**config.mk**
```make
export PLATFORM = sky130hd
export DESIGN_NAME = mem_bus_arbiter
export DESIGN_NICKNAME = d
export VERILOG_FILES = /design/src/rtl/mem_bus_arbiter.sv
export SDC_FILE = /design/constraint.sdc
export NUM_CORES = 1
export LEC_CHECK = 0
export CORE_MARGIN = 2
export CORE_UTILIZATION = 40
export DETAILED_ROUTE_END_ITERATION = 7
export PLACE_DENSITY_LB_ADDON = 0.3
export SYNTH_ARGS = -nofsm -noshare
export SYNTH_HDL_FRONTEND = slang
export SYNTH_SLANG_ARGS = --single-unit
```
**constraint.sdc**
```tcl
create_clock -name clk -period 3.2 [get_ports clk]
set_input_delay 0.48 -clock clk [delete_from_list [all_inputs] [get_ports clk]]
set_output_delay 0.48 -clock clk [all_outputs]
set_load 0.01 [all_outputs]
```
**src/rtl/mem_bus_arbiter.sv**
```systemverilog
// mem_bus_arbiter: shares one memory bus between instruction fetch and data access.
// Data requests take priority over fetches. Each transfer ends with a one-cycle ack,
// and a transfer that waits too long on bus_ready is aborted.
// Optional macro MISALIGN_TRAP_EN: misaligned half/word data accesses fault without
// a bus cycle instead of being forced to an aligned address.
module mem_bus_arbiter #(
    parameter int unsigned MAX_WAIT = 15
) (
    input  logic        clk,
    input  logic        rst_n,
    input  logic        if_req,
    input  logic [31:0] if_addr,
    output logic [31:0] if_rdata,
    output logic        if_ack,
    input  logic        dm_req,
    input  logic        dm_we,
    input  logic [1:0]  dm_size,
    input  logic [31:0] dm_addr,
    input  logic [31:0] dm_wdata,
    output logic [31:0] dm_rdata,
    output logic        dm_ack,
    output logic        dm_fault,
    output logic        bus_valid,
    output logic        bus_we,
    output logic [31:0] bus_addr,
    output logic [31:0] bus_wdata,
    output logic [3:0]  bus_strb,
    input  logic        bus_ready,
    input  logic [31:0] bus_rdata,
    output logic        stall_f,
    output logic        stall_m,
    output logic        bus_err
);
    localparam int unsigned WW = (MAX_WAIT > 1) ? $clog2(MAX_WAIT) : 1;
    localparam logic [WW-1:0] LAST_WAIT = WW'(MAX_WAIT - 1);

    typedef enum logic [1:0] {IDLE, FETCH, DATA, RESP} state_t;

    state_t        state_q, state_d;
    logic [WW-1:0] wait_q, wait_d;
    logic          valid_q, valid_d;
    logic          we_q, we_d;
    logic [31:0]   addr_q, addr_d;
    logic [31:0]   wdata_q, wdata_d;
    logic [3:0]    strb_q, strb_d;
    logic          sel_dm_q, sel_dm_d;
    logic [1:0]    size_q, size_d;
    logic [1:0]    off_q, off_d;
    logic          err_q, err_d;
    logic          fault_q, fault_d;
    logic [31:0]   if_rdata_q, if_rdata_d;
    logic [31:0]   dm_rdata_q, dm_rdata_d;

    logic          dm_go;
    logic          trap;
    logic [1:0]    dm_off;
    logic [3:0]    dm_strb;
    logic [31:0]   dm_wrep;
    logic [31:0]   rd_mask;
    logic [31:0]   rd_lane;
    logic          unused_if_lo;

    assign dm_go        = dm_req && (dm_size != 2'b00);
    assign unused_if_lo = ^if_addr[1:0];

`ifdef MISALIGN_TRAP_EN
    assign trap     = ((dm_size == 2'b10) && dm_addr[0]) ||
                      ((dm_size == 2'b11) && (dm_addr[1:0] != 2'b00));
    assign dm_fault = (state_q == RESP) && fault_q;
`else
    logic unused_fault;
    assign trap         = 1'b0;
    assign dm_fault     = 1'b0;
    assign unused_fault = fault_q;
`endif

    // Byte lane, strobes and replicated store data for the incoming data request.
    // The lane offset drops the low address bits a half/word access cannot use,
    // which also produces the forced alignment when trapping is disabled.
    always_comb begin
        dm_off  = 2'b00;
        dm_strb = 4'b1111;
        dm_wrep = dm_wdata;
        case (dm_size)
            2'b01: begin
                dm_off  = dm_addr[1:0];
                dm_strb = 4'b0001 << dm_addr[1:0];
                dm_wrep = {4{dm_wdata[7:0]}};
            end
            2'b10: begin
                dm_off  = {dm_addr[1], 1'b0};
                dm_strb = 4'b0011 << {dm_addr[1], 1'b0};
                dm_wrep = {2{dm_wdata[15:0]}};
            end
            default: ;
        endcase
    end

    // Extract the accessed lane from the returned word, zero-extended.
    always_comb begin
        case (size_q)
            2'b01:   rd_mask = 32'h0000_00FF;
            2'b10:   rd_mask = 32'h0000_FFFF;
            default: rd_mask = 32'hFFFF_FFFF;
        endcase
        rd_lane = (bus_rdata >> {off_q, 3'b000}) & rd_mask;
    end

    // Next-state logic: arbitration in IDLE, handshake/timeout while on the bus.
    always_comb begin
        state_d    = state_q;
        wait_d     = wait_q;
        valid_d    = valid_q;
        we_d       = we_q;
        addr_d     = addr_q;
        wdata_d    = wdata_q;
        strb_d     = strb_q;
        sel_dm_d   = sel_dm_q;
        size_d     = size_q;
        off_d      = off_q;
        err_d      = err_q;
        fault_d    = fault_q;
        if_rdata_d = if_rdata_q;
        dm_rdata_d = dm_rdata_q;
        case (state_q)
            IDLE: begin
                wait_d  = '0;
                err_d   = 1'b0;
                fault_d = 1'b0;
                if (dm_go) begin
                    sel_dm_d = 1'b1;
                    size_d   = dm_size;
                    off_d    = dm_off;
                    if (trap) begin
                        state_d = RESP;
                        fault_d = 1'b1;
                    end else begin
                        state_d = DATA;
                        valid_d = 1'b1;
                        we_d    = dm_we;
                        addr_d  = {dm_addr[31:2], 2'b00};
                        wdata_d = dm_wrep;
                        strb_d  = dm_strb;
                    end
                end else if (if_req) begin
                    sel_dm_d = 1'b0;
                    state_d  = FETCH;
                    valid_d  = 1'b1;
                    we_d     = 1'b0;
                    addr_d   = {if_addr[31:2], 2'b00};
                    strb_d   = '1;
                end
            end
            FETCH, DATA: begin
                if (bus_ready) begin
                    state_d = RESP;
                    valid_d = 1'b0;
                    if (sel_dm_q) dm_rdata_d = rd_lane;
                    else          if_rdata_d = bus_rdata;
                end else if (wait_q == LAST_WAIT) begin
                    state_d = RESP;
                    valid_d = 1'b0;
                    err_d   = 1'b1;
                    if (sel_dm_q) dm_rdata_d = '0;
                    else          if_rdata_d = '0;
                end else begin
                    wait_d = wait_q + 1'b1;
                end
            end
            RESP:    state_d = IDLE;
            default: state_d = IDLE;
        endcase
    end

    // State register with synchronous active-low reset.
    always_ff @(posedge clk) begin
        if (!rst_n) begin
            state_q    <= IDLE;
            wait_q     <= '0;
            valid_q    <= 1'b0;
            we_q       <= 1'b0;
            addr_q     <= '0;
            wdata_q    <= '0;
            strb_q     <= '0;
            sel_dm_q   <= 1'b0;
            size_q     <= '0;
            off_q      <= '0;
            err_q      <= 1'b0;
            fault_q    <= 1'b0;
            if_rdata_q <= '0;
            dm_rdata_q <= '0;
        end else begin
            state_q    <= state_d;
            wait_q     <= wait_d;
            valid_q    <= valid_d;
            we_q       <= we_d;
            addr_q     <= addr_d;
            wdata_q    <= wdata_d;
            strb_q     <= strb_d;
            sel_dm_q   <= sel_dm_d;
            size_q     <= size_d;
            off_q      <= off_d;
            err_q      <= err_d;
            fault_q    <= fault_d;
            if_rdata_q <= if_rdata_d;
            dm_rdata_q <= dm_rdata_d;
        end
    end

    assign bus_valid = valid_q;
    assign bus_we    = we_q;
    assign bus_addr  = addr_q;
    assign bus_wdata = wdata_q;
    assign bus_strb  = strb_q;
    assign if_rdata  = if_rdata_q;
    assign dm_rdata  = dm_rdata_q;
    assign if_ack    = (state_q == RESP) && !sel_dm_q;
    assign dm_ack    = (state_q == RESP) && sel_dm_q;
    assign bus_err   = (state_q == RESP) && err_q;
    assign stall_f   = if_req && !if_ack;
    assign stall_m   = dm_go && !dm_ack;

endmodule

```
==> reports/results.tsv, run 1 <==
stage	metric	value	unit
floorplan	Initial Util	40.5	%
sta	final setup TNS	0	ps
synth	Synth Area in XOR/XNOR	0	%
power	Pwr Density	659	nW/um^2
layout	Inserted Diodes	0	
worst_setup_path	CP endpoint kind	primary output	
power	power share of the sequential group	36.0	%
floorplan	overall die height	130	um
sta	unrepaired setup endpoints after global routing	no	
placement	Placed Area	9140	um^2
clock_tree	Setup Buffers After CTS	0	
global_route	GRT Residual Overflow	0	
route	DRT iter0 DRCs	397	
route	DRT Wirelength	20200	um
global_route	first-pass GRT wire length	30600	um
placement	Buffers on Ports	270	
synth	cell count after synthesis	722	
worst_setup_path	max incr delay on CP	570	ps
clock_tree	CTS Hold Buffers Added	0	
synth	Seq cells post-synth	144	
layout	fin util	62.0	%
global_route	largest net degree at the start of global routing	65	
worst_setup_path	critical path type	in2out	
worst_setup_path	Worst setup SP type	primary input	
clock_tree	Max Buffers Root-to-Sink	2	
sta	Max Fclk	0.376	GHz
placement	dpl ws	455	ps
synth	Post-Synth Simple-Gate Area	19.7	%
clock_tree	clk sinks	144	
route	top sig layer	met4	
synth	Seq/Total Area, Yosys	45.5	%
clock_tree	CTS tree	built	
power	sw power	2.03	mW
synth	Mapped Area	6330	um^2
global_route	vias in the first global route	5689	
layout	fill count	1386	
worst_setup_path	CP max stage cell	clkdlybuf4s50_1	
synth	Synth top area share	45.5	%
synth	Post-synth top cells	dfxtp_1 (144), nand2_1 (122), o21ai_0 (61), nor2_1 (47), a22oi_1 (42)	
worst_setup_path	most used cell, CP	clkdlybuf4s50_1	
sta	final period utilization	83.2	%
synth	post-synthesis compound-gate area fraction	23.2	%
worst_setup_path	Critical Path AT	2180	ps
run_status	status	complete, no violations	
sta	Worst Skew	7.00	ps
floorplan	die width	130	um
worst_setup_path	chain of cells forming the critical path	clkdlybuf4s50_1 -> inv_1 -> ha_1 -> nand2b_1 -> nor2_1 -> clkdlybuf4s50_1	
synth	adder-cell share of the synthesized area	1.78	%
layout	cell area after layout	9710	um^2
synth	number of synthesized flops with an enable pin	0	
route	post-detailed-route count of antenna-violating nets	0	
layout	Layout area overhead	53.3	%
route	wire length on met3	1410	um
power	LEAKAGE	3.49	nW
clock_tree	TritonCTS buffer count	17	
sta	Fin. Hold Viols	0	
clock_tree	CTS root buffer	clkbuf_16	
floorplan	row count	46	
layout	nets@finish	1109	
worst_setup_path	WP data required	2720	ps
min_path	worst hold path type	in2reg	
power	cell-internal power	4.37	mW
route	Routed WL per cell	16.9	um
synth	mux cell area share after synthesis	4.11	%
job	max_cap viols	0	
synth	Synth area leader	dfxtp_1	
global_route	Tot GR Track Use	23.2	%
global_route	initial antenna violation count	0	
sta	final-report setup violation count	0	
clock_tree	cts repair resizes	0	
layout	fin cells	1193	
synth	Syn. warnings	0	
layout	layout cell share with drive strength beyond 1	7.68	%
sta	Slew HR	47.6	%
placement	gpl congestion	0.781	
route	routed vias/inst	5.16	
synth	Synth async-reset ratio	0	%
placement	Placed Cells	1161	
sta	Max Slew Vio Count	0	
route	Post-Route M1 WL	8720	um
floorplan	Top Ports	276	
power	Sw Ratio	31.7	%
placement	DPL Wire Length	14400	um
synth	dominant synthesized flop cell	dfxtp_1	
synth	most frequent cell after synthesis	dfxtp_1	
route	DR DRC count	0	
synth	synth unique cells	47	
worst_setup_path	CP max FO	4	
clock_tree	Clock transition at path regs	60	ps
sta	final worst path period need	2660	ps
route	vias	6151	
clock_tree	worst skew pair latency	420	ps
power	power consumption	6.40	mW
power	Clock power frac	30.3	%
route	routed length on met2	9450	um
synth	syn avg cell area	8.77	um^2
synth	main combinational cell family by area after synthesis	compound AO/OA/AOI/OAI gates	
sta	slew at the pin closest to its max-slew limit	784	ps
synth	Area contributors post-synth	dfxtp_1 (46%), nand2_1 (7.2%), a22oi_1 (5.0%)	
power	Comb pwr share	33.6	%
sta	Hold Slack	435	ps
route	TritonRoute pass-1 iters	4	
sta	worst setup margin	539	ps
floorplan	Die ar.	16900	um^2
power	worst vdd ir	0.415	mV
clock_tree	H-tree depth	4	
floorplan	core area	15700	um^2
## per-layer routing
layer / GRT usage, % / vias up
met2: 37.4 / 212
li1: - / 3048
met5: 0 / -
met4: 9.17 / 0
met3: 6.72 / 37
met1: 29.5 / 2854
## cells by family (layout without fill, tap and decap cells)
family / after synthesis / in the layout
other cells: 1 / 3
fa+ha+maj: 9 / 9
mux: 25 / 25
compound gates: 199 / 199
flops: 144 / 144
simple gates: 268 / 268
buf+inv: 76 / 329
## worst max-delay path, delay by kind of cell
family                   cells  cell delay [ps]
adder cells (fa/ha/maj)      1              230
buffers and inverters        3             1180
AND/OR/NAND/NOR              2              290
## sequential cells by signal (all words and copies together) (netlist names)
signal,cells
bus_wdata,32
dm_rdata,32
if_rdata,32
bus_addr,30
bus_strb,4
wait_q,4
off_q,2
size_q,2
state_q,2
bus_valid,1
bus_we,1
err_q,1
sel_dm_q,1
## cells in the final DEF (no fill, tap or decap), drive strengths merged, types with 3 or more instances in the layout
| cell | instances |
|---|---|
| a311oi | 31 |
| clkinv | 6 |
| and3 | 3 |
| a22o | 8 |
| a21oi | 11 |
| nor2b | 39 |
| nor3b | 8 |
| nand3 | 35 |
| conb | 3 |
| o21ai | 63 |
| ha | 9 |
| clkinvlp | 4 |
| clkbuf | 19 |
| nand2b | 4 |
| a32o | 3 |
| mux2i | 17 |
| mux2 | 8 |
| dfxtp | 144 |
| clkdlybuf4s50 | 269 |
| nor2 | 47 |
| inv | 12 |
| a22oi | 42 |
| o31ai | 8 |
| and2 | 5 |
| buf | 17 |
| o2bb2ai | 8 |
| a21boi | 6 |
| nand2 | 122 |
| a221oi | 8 |
## power by group through the flow
stage / clock (mW) / sequential (mW) / combinational [mW]
global placement: 0 / 2.34 / 2.13
global route: 2.04 / 2.35 / 2.33
CTS: 1.97 / 2.31 / 2.16
detailed placement: 0 / 2.34 / 2.15
floorplan: 0 / 2.48 / 0.978
finish: 1.94 / 2.31 / 2.15
## final timing paths
| path | start | end | slack [ps] | cells past startpoint |
|---|---|---|---|---|
| max | dm_size[0] | stall_m | 540 | 6 |
| min | rst_n | wait_q[3] | 430 | 3 |
| max reg2reg | state_q[0] | wait_q[0] | 1140 | 6 |
| min reg2reg | bus_wdata[1] | bus_wdata[1] | 460 | 2 |
## area by class of cell
| class | instances | area [um^2] | share of cell area (%) |
|---|---|---|---|
| Clock buffer | 19 | 433 | 4.46 |
| Clock inverter | 13 | 140 | 1.44 |
| Inverter | 11 | 41.3 | 0.425 |
| Multi-Input combinational cell | 504 | 3110 | 32.1 |
| Sequential cell | 144 | 2880 | 29.7 |
| Tap cell | 216 | 270 | 2.78 |
| Timing Repair Buffer | 286 | 2830 | 29.1 |
Power figures use the tool's default switching activity.
==> run 2, diff against run 1 <==
==> constraint.sdc (replaced) <==
create_clock -name clk -period 2.7 [get_ports clk]
set_input_delay 0.405 -clock clk [delete_from_list [all_inputs] [get_ports clk]]
set_output_delay 0.405 -clock clk [all_outputs]
set_load 0.01 [all_outputs]
==> reports/results.tsv, run 2 (synthesized netlist as in run 1, its figures left out) <==
stage	metric	value	unit
clock_tree	H-tree depth	4	
sta	final worst path period need	2500	ps
layout	most frequent cells in the layout	clkdlybuf4s50_1 (269), dfxtp_1 (144), nand2_1 (122), o21ai_0 (61), nor2_1 (47)	
worst_setup_path	Buf/Inv on CP	3	
sta	unrepaired setup endpoints after global routing	no	
global_route	initial antenna violation count	0	
job	max_cap viols	0	
power	LEAKAGE	3.53	nW
worst_setup_path	Critical Path AT	2090	ps
clock_tree	clk sinks	144	
run_status	status	complete, no violations	
layout	layout cell share with drive strength beyond 1	7.96	%
layout	Layout area overhead	53.9	%
worst_setup_path	most used cell, CP	clkdlybuf4s50_1	
worst_setup_path	cell family with most CP delay	buffers and inverters	
worst_setup_path	CP max stage cell	clkdlybuf4s50_1	
route	post-detailed-route count of antenna-violating nets	0	
placement	DPL Wire Length	14500	um
clock_tree	TritonCTS buffer count	17	
placement	Placed Area	9190	um^2
clock_tree	CTS tree	built	
sta	slew at the pin closest to its max-slew limit	649	ps
floorplan	Initial Util	40.5	%
route	Routed WL per cell	17.0	um
worst_setup_path	WP data required	2300	ps
worst_setup_path	worst reg2reg path depth	5	
worst_setup_path	Worst setup SP type	primary input	
layout	Inserted Diodes	0	
worst_setup_path	critical path type	in2out	
layout	fin cells	1196	
route	TritonRoute pass-1 iters	5	
global_route	vias in the first global route	5836	
sta	final-report setup violation count	0	
worst_setup_path	CP max FO	4	
placement	Placed Cells	1164	
sta	final period utilization	92.5	%
placement	Buffers on Ports	270	
route	routed vias/inst	5.21	
layout	most common cell after layout, fill and taps aside	clkdlybuf4s50_1	
power	worst vdd ir	0.471	mV
floorplan	overall die height	130	um
clock_tree	CTS Hold Buffers Added	0	
route	DRT Wirelength	20400	um
floorplan	Die ar.	16900	um^2
worst_setup_path	CP endpoint kind	primary output	
clock_tree	Max Buffers Root-to-Sink	2	
global_route	first-pass GRT wire length	30800	um
sta	Worst Skew	4.41	ps
clock_tree	Setup Buffers After CTS	0	
sta	Max Fclk	0.400	GHz
floorplan	row count	46	
layout	cell area after layout	9750	um^2
sta	Max Slew Vio Count	0	
power	Pwr Density	781	nW/um^2
clock_tree	cts repair resizes	0	
route	vias	6235	
global_route	Tot GR Track Use	23.3	%
clock_tree	Clock transition at path regs	60	ps
worst_setup_path	chain of cells forming the critical path	clkdlybuf4s50_1 -> inv_1 -> ha_1 -> nand2b_1 -> nor2_1 -> clkdlybuf4s50_1	
floorplan	die width	130	um
global_route	largest net degree at the start of global routing	49	
clock_tree	worst skew pair latency	420	ps
floorplan	core area	15700	um^2
global_route	GRT Residual Overflow	0	
min_path	worst hold path type	in2reg	
route	DRT iter0 DRCs	380	
worst_setup_path	max incr delay on CP	560	ps
clock_tree	CTS root buffer	clkbuf_16	
worst_setup_path	critical path depth in cells	6	
sta	Slew HR	56.6	%
route	DR DRC count	0	
placement	gpl congestion	0.792	
sta	Fin. Hold Viols	0	
layout	nets@finish	1112	
min_path	Hold Path Stages	3	
floorplan	Top Ports	276	
sta	final setup TNS	0	ps
[run 2: cell count changes in the layout (fill, tap and decap cells not counted)]
cell	delta
clkinv_4	-3
buf_12	+2
buf_4	+1
clkinv_2	+4
clkbuf_8	+1
inv_6	-1
clkinvlp_4	-1
[run 2: worst paths after layout]
check	slack (ps)	start	end
max	200	dm_size[0]	stall_m
min	360	rst_n	bus_valid
max reg2reg	770	state_q[0]	dm_rdata[15]
min reg2reg	450	bus_wdata[4]	bus_wdata[4]
[run 2: metrics by stage]
step / util (%) / setup slack [ps] / hold WS, ps / power (mW)
5_1_grt: 62.3 / 88.0 / 359 / 8.01
2_1_floorplan: - / 1010 / 436 / 4.10
3_5_place_dp: 58.7 / 144 / 448 / 5.38
6_report: 62.3 / 202 / 363 / 7.61
3_3_place_gp: 58.7 / 226 / 442 / 5.34
4_1_cts: 62.3 / 191 / 347 / 7.66
[run 2: routing by layer]
layer | vias to the layer above | routed length (um) | global-route usage (%)
li1 | 3057 | - | -
met3 | 45 | 1490 | 6.60
met5 | - | 0 | 0
met2 | 200 | 9530 | 37.5
met1 | 2933 | 8740 | 29.3
met4 | 0 | 596 | 9.87
[run 2: worst reg2reg max path: stages, from the launching register on]
cell and delay [ps]:
dfxtp_1 370, inv_1 60, ha_1 440, nand4_2 280, nor2_1 500, a22o_1 220
[run 2: where the power goes]
group          switching, mW  total [mW]  internal (mW)
Combinational           1.26        2.60           1.34
Clock                  0.907        2.28           1.37
Sequential             0.207        2.73           2.53
Total                   2.38        7.61           5.23
[run 2: layout make-up]
class	count	area, um^2
Inverter	11	41.3
Clock buffer	20	447
Sequential cell	144	2880
Timing Repair Buffer	289	2880
Fill cell	1431	5910
Multi-Input combinational cell	504	3110
Clock inverter	12	118
Tap cell	216	270
